==> src/rtl/mips_mult_ctrl_if.sv <==
// Bundle between the MULTU controller, its requester and the shared 32-bit ALU.
// slave = controller side, master = requester/datapath/ALU side.
interface mips_mult_ctrl_if;
  logic        start;
  logic [31:0] mcand;
  logic [31:0] mplier;
  logic        busy;
  logic        done;
  logic [31:0] hi;
  logic [31:0] lo;
  logic        alu_own;
  logic [2:0]  alu_op;
  logic [31:0] alu_a;
  logic [31:0] alu_b;
  logic [31:0] alu_r;
  logic        alu_cout;

  modport slave (
    input  start, mcand, mplier, alu_r, alu_cout,
    output busy, done, hi, lo, alu_own, alu_op, alu_a, alu_b
  );

  modport master (
    output start, mcand, mplier, alu_r, alu_cout,
    input  busy, done, hi, lo, alu_own, alu_op, alu_a, alu_b
  );
endinterface

==> src/rtl/mips_mult_ctrl.sv <==
// Multi-cycle unsigned multiply (MULTU) controller: borrows the shared ALU for
// N_ITER shift-add cycles and leaves the 64-bit product in HI/LO.
module mips_mult_ctrl #(
  parameter int N_ITER = 32
) (
  input  logic              clk,
  input  logic              rst_n,
  mips_mult_ctrl_if.slave   bus
);

  localparam logic [1:0] S_IDLE = 2'd0;
  localparam logic [1:0] S_RUN  = 2'd1;
  localparam logic [1:0] S_DONE = 2'd2;

  localparam logic [5:0] CNT_LAST = 6'(N_ITER - 1);
  localparam logic [2:0] OP_ADD   = 3'b010;

  logic [1:0]  state_q, state_d;
  logic [5:0]  cnt_q,   cnt_d;
  logic [31:0] mcand_q, mcand_d;
  logic [31:0] hi_q,    hi_d;
  logic [31:0] lo_q,    lo_d;

  logic        run;
  logic        accept;

  assign run    = (state_q == S_RUN);
  // A new request is only heard when the controller is not holding the ALU.
  assign accept = bus.start && (state_q == S_IDLE || state_q == S_DONE);

  always_comb begin
    state_d = state_q;
    cnt_d   = cnt_q;
    mcand_d = mcand_q;
    hi_d    = hi_q;
    lo_d    = lo_q;
    case (state_q)
      S_IDLE, S_DONE: begin
        if (accept) begin
          mcand_d = bus.mcand;
          hi_d    = '0;
          lo_d    = bus.mplier;
          cnt_d   = '0;
          state_d = S_RUN;
        end else begin
          state_d = S_IDLE;
        end
      end
      S_RUN: begin
        // The carry out becomes bit 63 of the partial; dropping it breaks large operands.
        {hi_d, lo_d} = {bus.alu_cout, bus.alu_r, lo_q[31:1]};
        cnt_d        = cnt_q + 6'd1;
        if (cnt_q == CNT_LAST) begin
          state_d = S_DONE;
        end
      end
      default: begin
        state_d = S_IDLE;
      end
    endcase
  end

  always_ff @(posedge clk or negedge rst_n) begin
    if (!rst_n) begin
      state_q <= S_IDLE;
      cnt_q   <= '0;
      mcand_q <= '0;
      hi_q    <= '0;
      lo_q    <= '0;
    end else begin
      state_q <= state_d;
      cnt_q   <= cnt_d;
      mcand_q <= mcand_d;
      hi_q    <= hi_d;
      lo_q    <= lo_d;
    end
  end

  // Status and ALU steering decode from registered state only.
  assign bus.busy    = run;
  assign bus.alu_own = run;
  assign bus.done    = (state_q == S_DONE);
  assign bus.hi      = hi_q;
  assign bus.lo      = lo_q;
  assign bus.alu_op  = run ? OP_ADD : 3'b000;
  assign bus.alu_a   = run ? hi_q : 32'd0;
  assign bus.alu_b   = (run && lo_q[0]) ? mcand_q : 32'd0;

endmodule

==> src/flat_wrapper.sv <==
// flat-port wrapper written by rule: the top's interface ports become plain ports
module mips_mult_ctrl_flat 
#(
  parameter int N_ITER = 32
)
  (clk, rst_n, bus_start, bus_mcand, bus_mplier, bus_alu_r, bus_alu_cout, bus_busy, bus_done, bus_hi, bus_lo, bus_alu_own, bus_alu_op, bus_alu_a, bus_alu_b);
  mips_mult_ctrl_if bus_i ();
  input  logic clk;
  input  logic rst_n;
  input wire logic [$bits(bus_i.start)-1:0] bus_start;
  input wire logic [$bits(bus_i.mcand)-1:0] bus_mcand;
  input wire logic [$bits(bus_i.mplier)-1:0] bus_mplier;
  input wire logic [$bits(bus_i.alu_r)-1:0] bus_alu_r;
  input wire logic [$bits(bus_i.alu_cout)-1:0] bus_alu_cout;
  output wire logic [$bits(bus_i.busy)-1:0] bus_busy;
  output wire logic [$bits(bus_i.done)-1:0] bus_done;
  output wire logic [$bits(bus_i.hi)-1:0] bus_hi;
  output wire logic [$bits(bus_i.lo)-1:0] bus_lo;
  output wire logic [$bits(bus_i.alu_own)-1:0] bus_alu_own;
  output wire logic [$bits(bus_i.alu_op)-1:0] bus_alu_op;
  output wire logic [$bits(bus_i.alu_a)-1:0] bus_alu_a;
  output wire logic [$bits(bus_i.alu_b)-1:0] bus_alu_b;
  assign bus_i.start = bus_start;
  assign bus_i.mcand = bus_mcand;
  assign bus_i.mplier = bus_mplier;
  assign bus_i.alu_r = bus_alu_r;
  assign bus_i.alu_cout = bus_alu_cout;
  assign bus_busy = bus_i.busy;
  assign bus_done = bus_i.done;
  assign bus_hi = bus_i.hi;
  assign bus_lo = bus_i.lo;
  assign bus_alu_own = bus_i.alu_own;
  assign bus_alu_op = bus_i.alu_op;
  assign bus_alu_a = bus_i.alu_a;
  assign bus_alu_b = bus_i.alu_b;
  mips_mult_ctrl #(.N_ITER(N_ITER)) u_core (.clk(clk), .rst_n(rst_n), .bus(bus_i));
endmodule
==> config.mk <==
export PLATFORM = sky130hd
export DESIGN_NAME = mips_mult_ctrl_flat
export DESIGN_NICKNAME = d
export VERILOG_FILES = /design/src/rtl/mips_mult_ctrl_if.sv /design/src/rtl/mips_mult_ctrl.sv /design/src/flat_wrapper.sv
export SDC_FILE = /design/constraint.sdc
export NUM_CORES = 1
export LEC_CHECK = 0
export CORE_UTILIZATION = 30
export DETAILED_ROUTE_END_ITERATION = 16
export PLACE_DENSITY = 0.66
export SYNTH_ARGS = -nofsm -noshare
export SYNTH_HDL_FRONTEND = slang
export SYNTH_SLANG_ARGS = --single-unit
==> constraint.sdc <==
create_clock -name clk -period 1.17 [get_ports clk]
set_input_delay 0.117 -clock clk [delete_from_list [all_inputs] [get_ports clk]]
set_output_delay 0.117 -clock clk [all_outputs]
set_load 0.01 [all_outputs]
---- Word level (Yosys, flattened, before mapping) ----
Index checks and enable logic that the tools add are counted.
operators by class
  $add $sub $neg .......................... 1
  mux-type cells .......................... 12
  reductions and logical operators ........ 8
  equality and inequality tests ........... 5
operators with widths
  operator                                                count
  two-way mux 32 bit                                      4
  case mux 32 bit (2 select lines)                        2
  case mux 6 bit (2 select lines)                         1
  adder 6 x 1 -> 6 bit (second input constant)            1
  == test 6 x 5 -> 1 bit (second input constant)          1
  two-way mux 6 bit                                       1
  two-way mux 2 bit                                       2
  case mux 2 bit (2 select lines)                         1
  AND reduction 2 bit                                     2
  == test 2 x 1 -> 1 bit (second input constant)          1
  == test 2 bit (second input constant)                   1
  logical AND 1 bit                                       2
  zero test 2 bit                                         1
  inequality test 2 x 1 -> 1 bit (second input constant)  1
  inequality test 2 bit (second input constant)           1
  nonzero test 2 bit                                      1
  OR reduction 2 bit                                      1
  logical OR 1 bit                                        1
  two-way mux 1 bit                                       1
word-level totals
  bits in registers ....................... 104
  input bits .............................. 100

---- Logic depth before layout (Yosys ltp) ----
  depth in word-level cells ............... 5
  depth in mapped cells ................... 6

---- Worst setup path after synthesis ----
Ideal clock, no wire load.
  path kind ............................... register to output
  from .................................... register u_core.state_q[1]
  to ...................................... output bus_alu_b[28]
  path buffers ............................ 2
  required time ........................... 1.053 ns
  arrival time ............................ 1.173 ns
  setup slack ............................. -0.120 ns
  cell stages (with the launch flop) ...... 6
  cell sequence ........................... dfrtp_1 -> nand2b_2 -> inv_4 -> buf_4 -> buf_2 -> and3_1
on the way
  longest elaborated chain between the ends .. 3
ends and longest elaborated chain
  item                    RTL line              RTL
  from (decl)             mips_mult_ctrl.sv:18  logic [1:0] state_q, state_d;
  from (signal assigned)  mips_mult_ctrl.sv:71  state_q <= state_d;
  == test 2 x 1 -> 1 bit  mips_mult_ctrl.sv:27  assign run = (state_q == S_RUN);
  logical AND 1 bit       mips_mult_ctrl.sv:87  assign bus.alu_b = (run && lo_q[0]) ? mcand_q : 32'd0;
  two-way mux 32 bit      mips_mult_ctrl.sv:87
  to (decl)               flat_wrapper.sv:22    output wire logic [$bits(bus_i.alu_b)-1:0] bus_alu_b;
Every way passes these cells.

---- Worst setup path in the final report ----
  from .................................... register u_core.state_q[0]
  to ...................................... output bus_alu_a[18]
on the way
  longest elaborated chain between the ends .. 2
ends and longest elaborated chain
  item                    RTL line              RTL
  == test 2 x 1 -> 1 bit  mips_mult_ctrl.sv:27
  two-way mux 32 bit      mips_mult_ctrl.sv:86  assign bus.alu_a = run ? hi_q : 32'd0;
  to (decl)               flat_wrapper.sv:21    output wire logic [$bits(bus_i.alu_a)-1:0] bus_alu_a;
Every way passes these cells.

==> run summary <==
Remaining DRCs -> 20
Post-route insts no fill -> 961
Worst path depth -> 7
WL/cell -> 18.0 um
Share of cells above drive strength 1 -> 0.349
Dpl hpwl -> 9.54 mm
Global-route wire length before repair -> 25.5 mm
Arrival time at the worst endpoint -> 1600 ps
Critical Path Source Type -> flip-flop
Leading area contributor after synthesis -> dfrtp_1
Reg2reg start -> u_core.state_q[0]
Fin. Hold Viols -> 0
Synth top area share -> 0.568
CP Max Fanout -> 10
Peak VDD IR -> 0.546 mV
Num CTS Buffers -> 9
Clock Skew -> 9.73 ps
Post-synth EDFFs -> 0
Vias in the first global route -> 4889
Diode count -> 0
Clock transition at path regs -> 70 ps
Average size of a mapped cell -> 9.87 sq um
Yosys warns -> 0
Final min period -> 1720 ps
Result of the run -> finished with violations
Most frequent cells after synthesis -> 133 x nand2_1, 104 x dfrtp_1, 34 x a22o_1, 34 x nand3_1
DRT met1 WL -> 6.76 mm
Worst setup EP type -> output pin
Die Y -> 126 um
WS Path Type -> reg -> out
I/O Buffers -> 231
Reg2reg setup slack -> -420 ps
# placed instances -> 869
Top post-synthesis cells by area -> dfrtp_1 57%, nand2_1 11%, a22o_1 6.5%
Leak -> 4.29 nW
Total grt overflow -> 0
Reg2reg end -> u_core.bus.lo[8]
Top Family by Delay on Critical Path -> buffers and inverters
Pin count of the biggest net entering global routing -> 69
Fmax -> 0.581 GHz
Most frequent cell after synthesis -> nand2_1
Crit. Startpoint -> u_core.state_q[0]
Die ar. -> 0.0158 sq mm
Drt pass-1 iters -> 12
Fin crit share -> 1.47
NumNets Final -> 875
Register area share after synthesis -> 0.568
Mapped cell area -> 0.00458 sq mm
GRT Total Usage -> 0.207
DR iter-0 viols -> 231
Longest Clk Path Bufs -> 2
CP max stage cell -> dfrtp_1
Initial Util -> 0.312
Row count -> 44
Via Count -> 4826
H-Tree Depth -> 3
Die Wd -> 126 um
Total Power -> 7.97 mW
TritonCTS clock tree -> done
WL final -> 17.3 mm
Number of clock sinks -> 104
Area Growth Syn to Fin -> 95.4%
R2R depth -> 8
Critical Path, Cell by Cell -> nand2b_4 -> inv_8 -> buf_8 -> buf_12 -> buf_16 -> and2_1 -> buf_2
Setup WS post-layout -> -552 ps
Core area -> 0.0147 sq mm
Final-report setup violation count -> 171
GP Congestion -> 0.770
DR top layer -> met4
Worst-Skew Late Latency -> 340 ps
Met3 wire len -> 1.19 mm
CP peak stage delay -> 410 ps
Final ANT Viol Nets -> 0
Post-Synthesis Cells -> 464
Ports -> 234
WP data required -> 1050 ps
Unique cell type count in the Yosys netlist -> 29
Async SR Flop Fraction -> 1.00
RSZ-0062 raised after global routing -> yes
Vias per cell -> 5.02
Power per cell area -> 890 mW/mm^2
Hold Crit Class -> in -> reg
Failing checks -> DRC, setup timing
Initial antenna violation count -> 0
Worst Path Buf+Inv -> 5
Yosys reg bits -> 104
Critical path capture point -> bus_alu_a[18]
WL met2 -> 8.98 mm
Max-cap violation count -> 0
Synth Flop Type -> dfrtp_1
Final Max Tran Viols -> 0
Dpl ws -> -544 ps
Root Driver -> clkbuf_16
## layout make-up
class,instances,area [sq um]
clock buffer,11,233
clock inverter,3,21.3
fill,1167,5750
inverter,1,11.3
multi-input combinational,319,2120
sequential,104,2600
tap,184,230
timing repair buffer,339,3730
## worst min-delay path: cells and delay by family
kind	cells	cell delay, ps
buffers and inverters	1	390
AND/OR/NAND/NOR	2	90
## routing by layer
metal	GRT usage	vias up
li1	-	2214
met1	0.247	2367
met5	0	-
met3	0.0454	28
met4	0.0689	0
met2	0.367	217
## how the worst min path moves through the flow
stage,start,endpoint,depth (start not counted)
floorplan,rst_n,u_core.bus.hi[0],0
global placement,rst_n,u_core.mcand_q[6],2
detailed placement,rst_n,u_core.mcand_q[7],2
CTS,bus_mcand[22],u_core.mcand_q[22],3
global route,bus_mcand[26],u_core.mcand_q[26],3
finish,bus_mcand[26],u_core.mcand_q[26],3
## stage by stage
stage	hold WS, ps	cell area, sq um	util	TNS [ps]
floorplan	-179	4630	-	-3220
global placement	151	7240	0.493	-59370
detailed placement	162	7240	0.493	-64250
CTS	283	8450	0.575	-58420
global route	296	8950	0.609	-66470
finish	294	8950	0.609	-59110
## state kept, by name, summed over array words and instances, names as in the netlist
| register | flops |
|---|---|
| u_core.state_q | 2 |
| u_core.mcand_q | 32 |
| u_core.bus.hi | 32 |
| u_core.bus.lo | 32 |
| u_core.cnt_q | 6 |
## what timing repair did
item                       CTS  global route
hold buffers                 1             0
resized for setup          488            73
hold endpoints to repair   104             0
pin swaps                   49            42
cloned                      15            10
setup endpoints to repair  234           204
setup buffers               36            23
## report_power, final
part | total, mW | internal [mW] | switching, mW
logic | 1.35 | 0.854 | 0.498
clock network | 2.72 | 1.42 | 1.30
registers | 3.90 | 3.76 | 0.135
## cell families (layout without fill, tap and decap cells)
logic type | Yosys count | count (layout) | synth area share
buffers and inverters | 44 | 354 | 0.0492
flip-flops | 104 | 104 | 0.568
other | 1 | 2 | 0.000819
XOR/XNOR | 1 | 1 | 0.00191
multiplexers | 3 | 3 | 0.00683
AO/OA/AOI/OAI | 70 | 70 | 0.123
adder cells (fa/ha/maj) | 1 | 1 | 0.00273
AND/OR/NAND/NOR | 240 | 242 | 0.247
## cells in the final DEF, fill, tap and decap left out, types with 3 or more instances in the layout
cell and n:
nand2_1 133, dfrtp_1 103, clkdlybuf4s50_1 98, buf_6 55
buf_4 50, clkdlybuf4s15_1 47, nand3_1 34, a22o_1 34
a22oi_2 31, buf_2 29, and2_4 21, buf_12 18
and3_1 17, and3_4 15, clkbuf_16 15, dlygate4sd2_1 14
buf_16 13, and2_1 11, buf_8 4, nand2b_4 3
(Power assumes the default switching activity.)
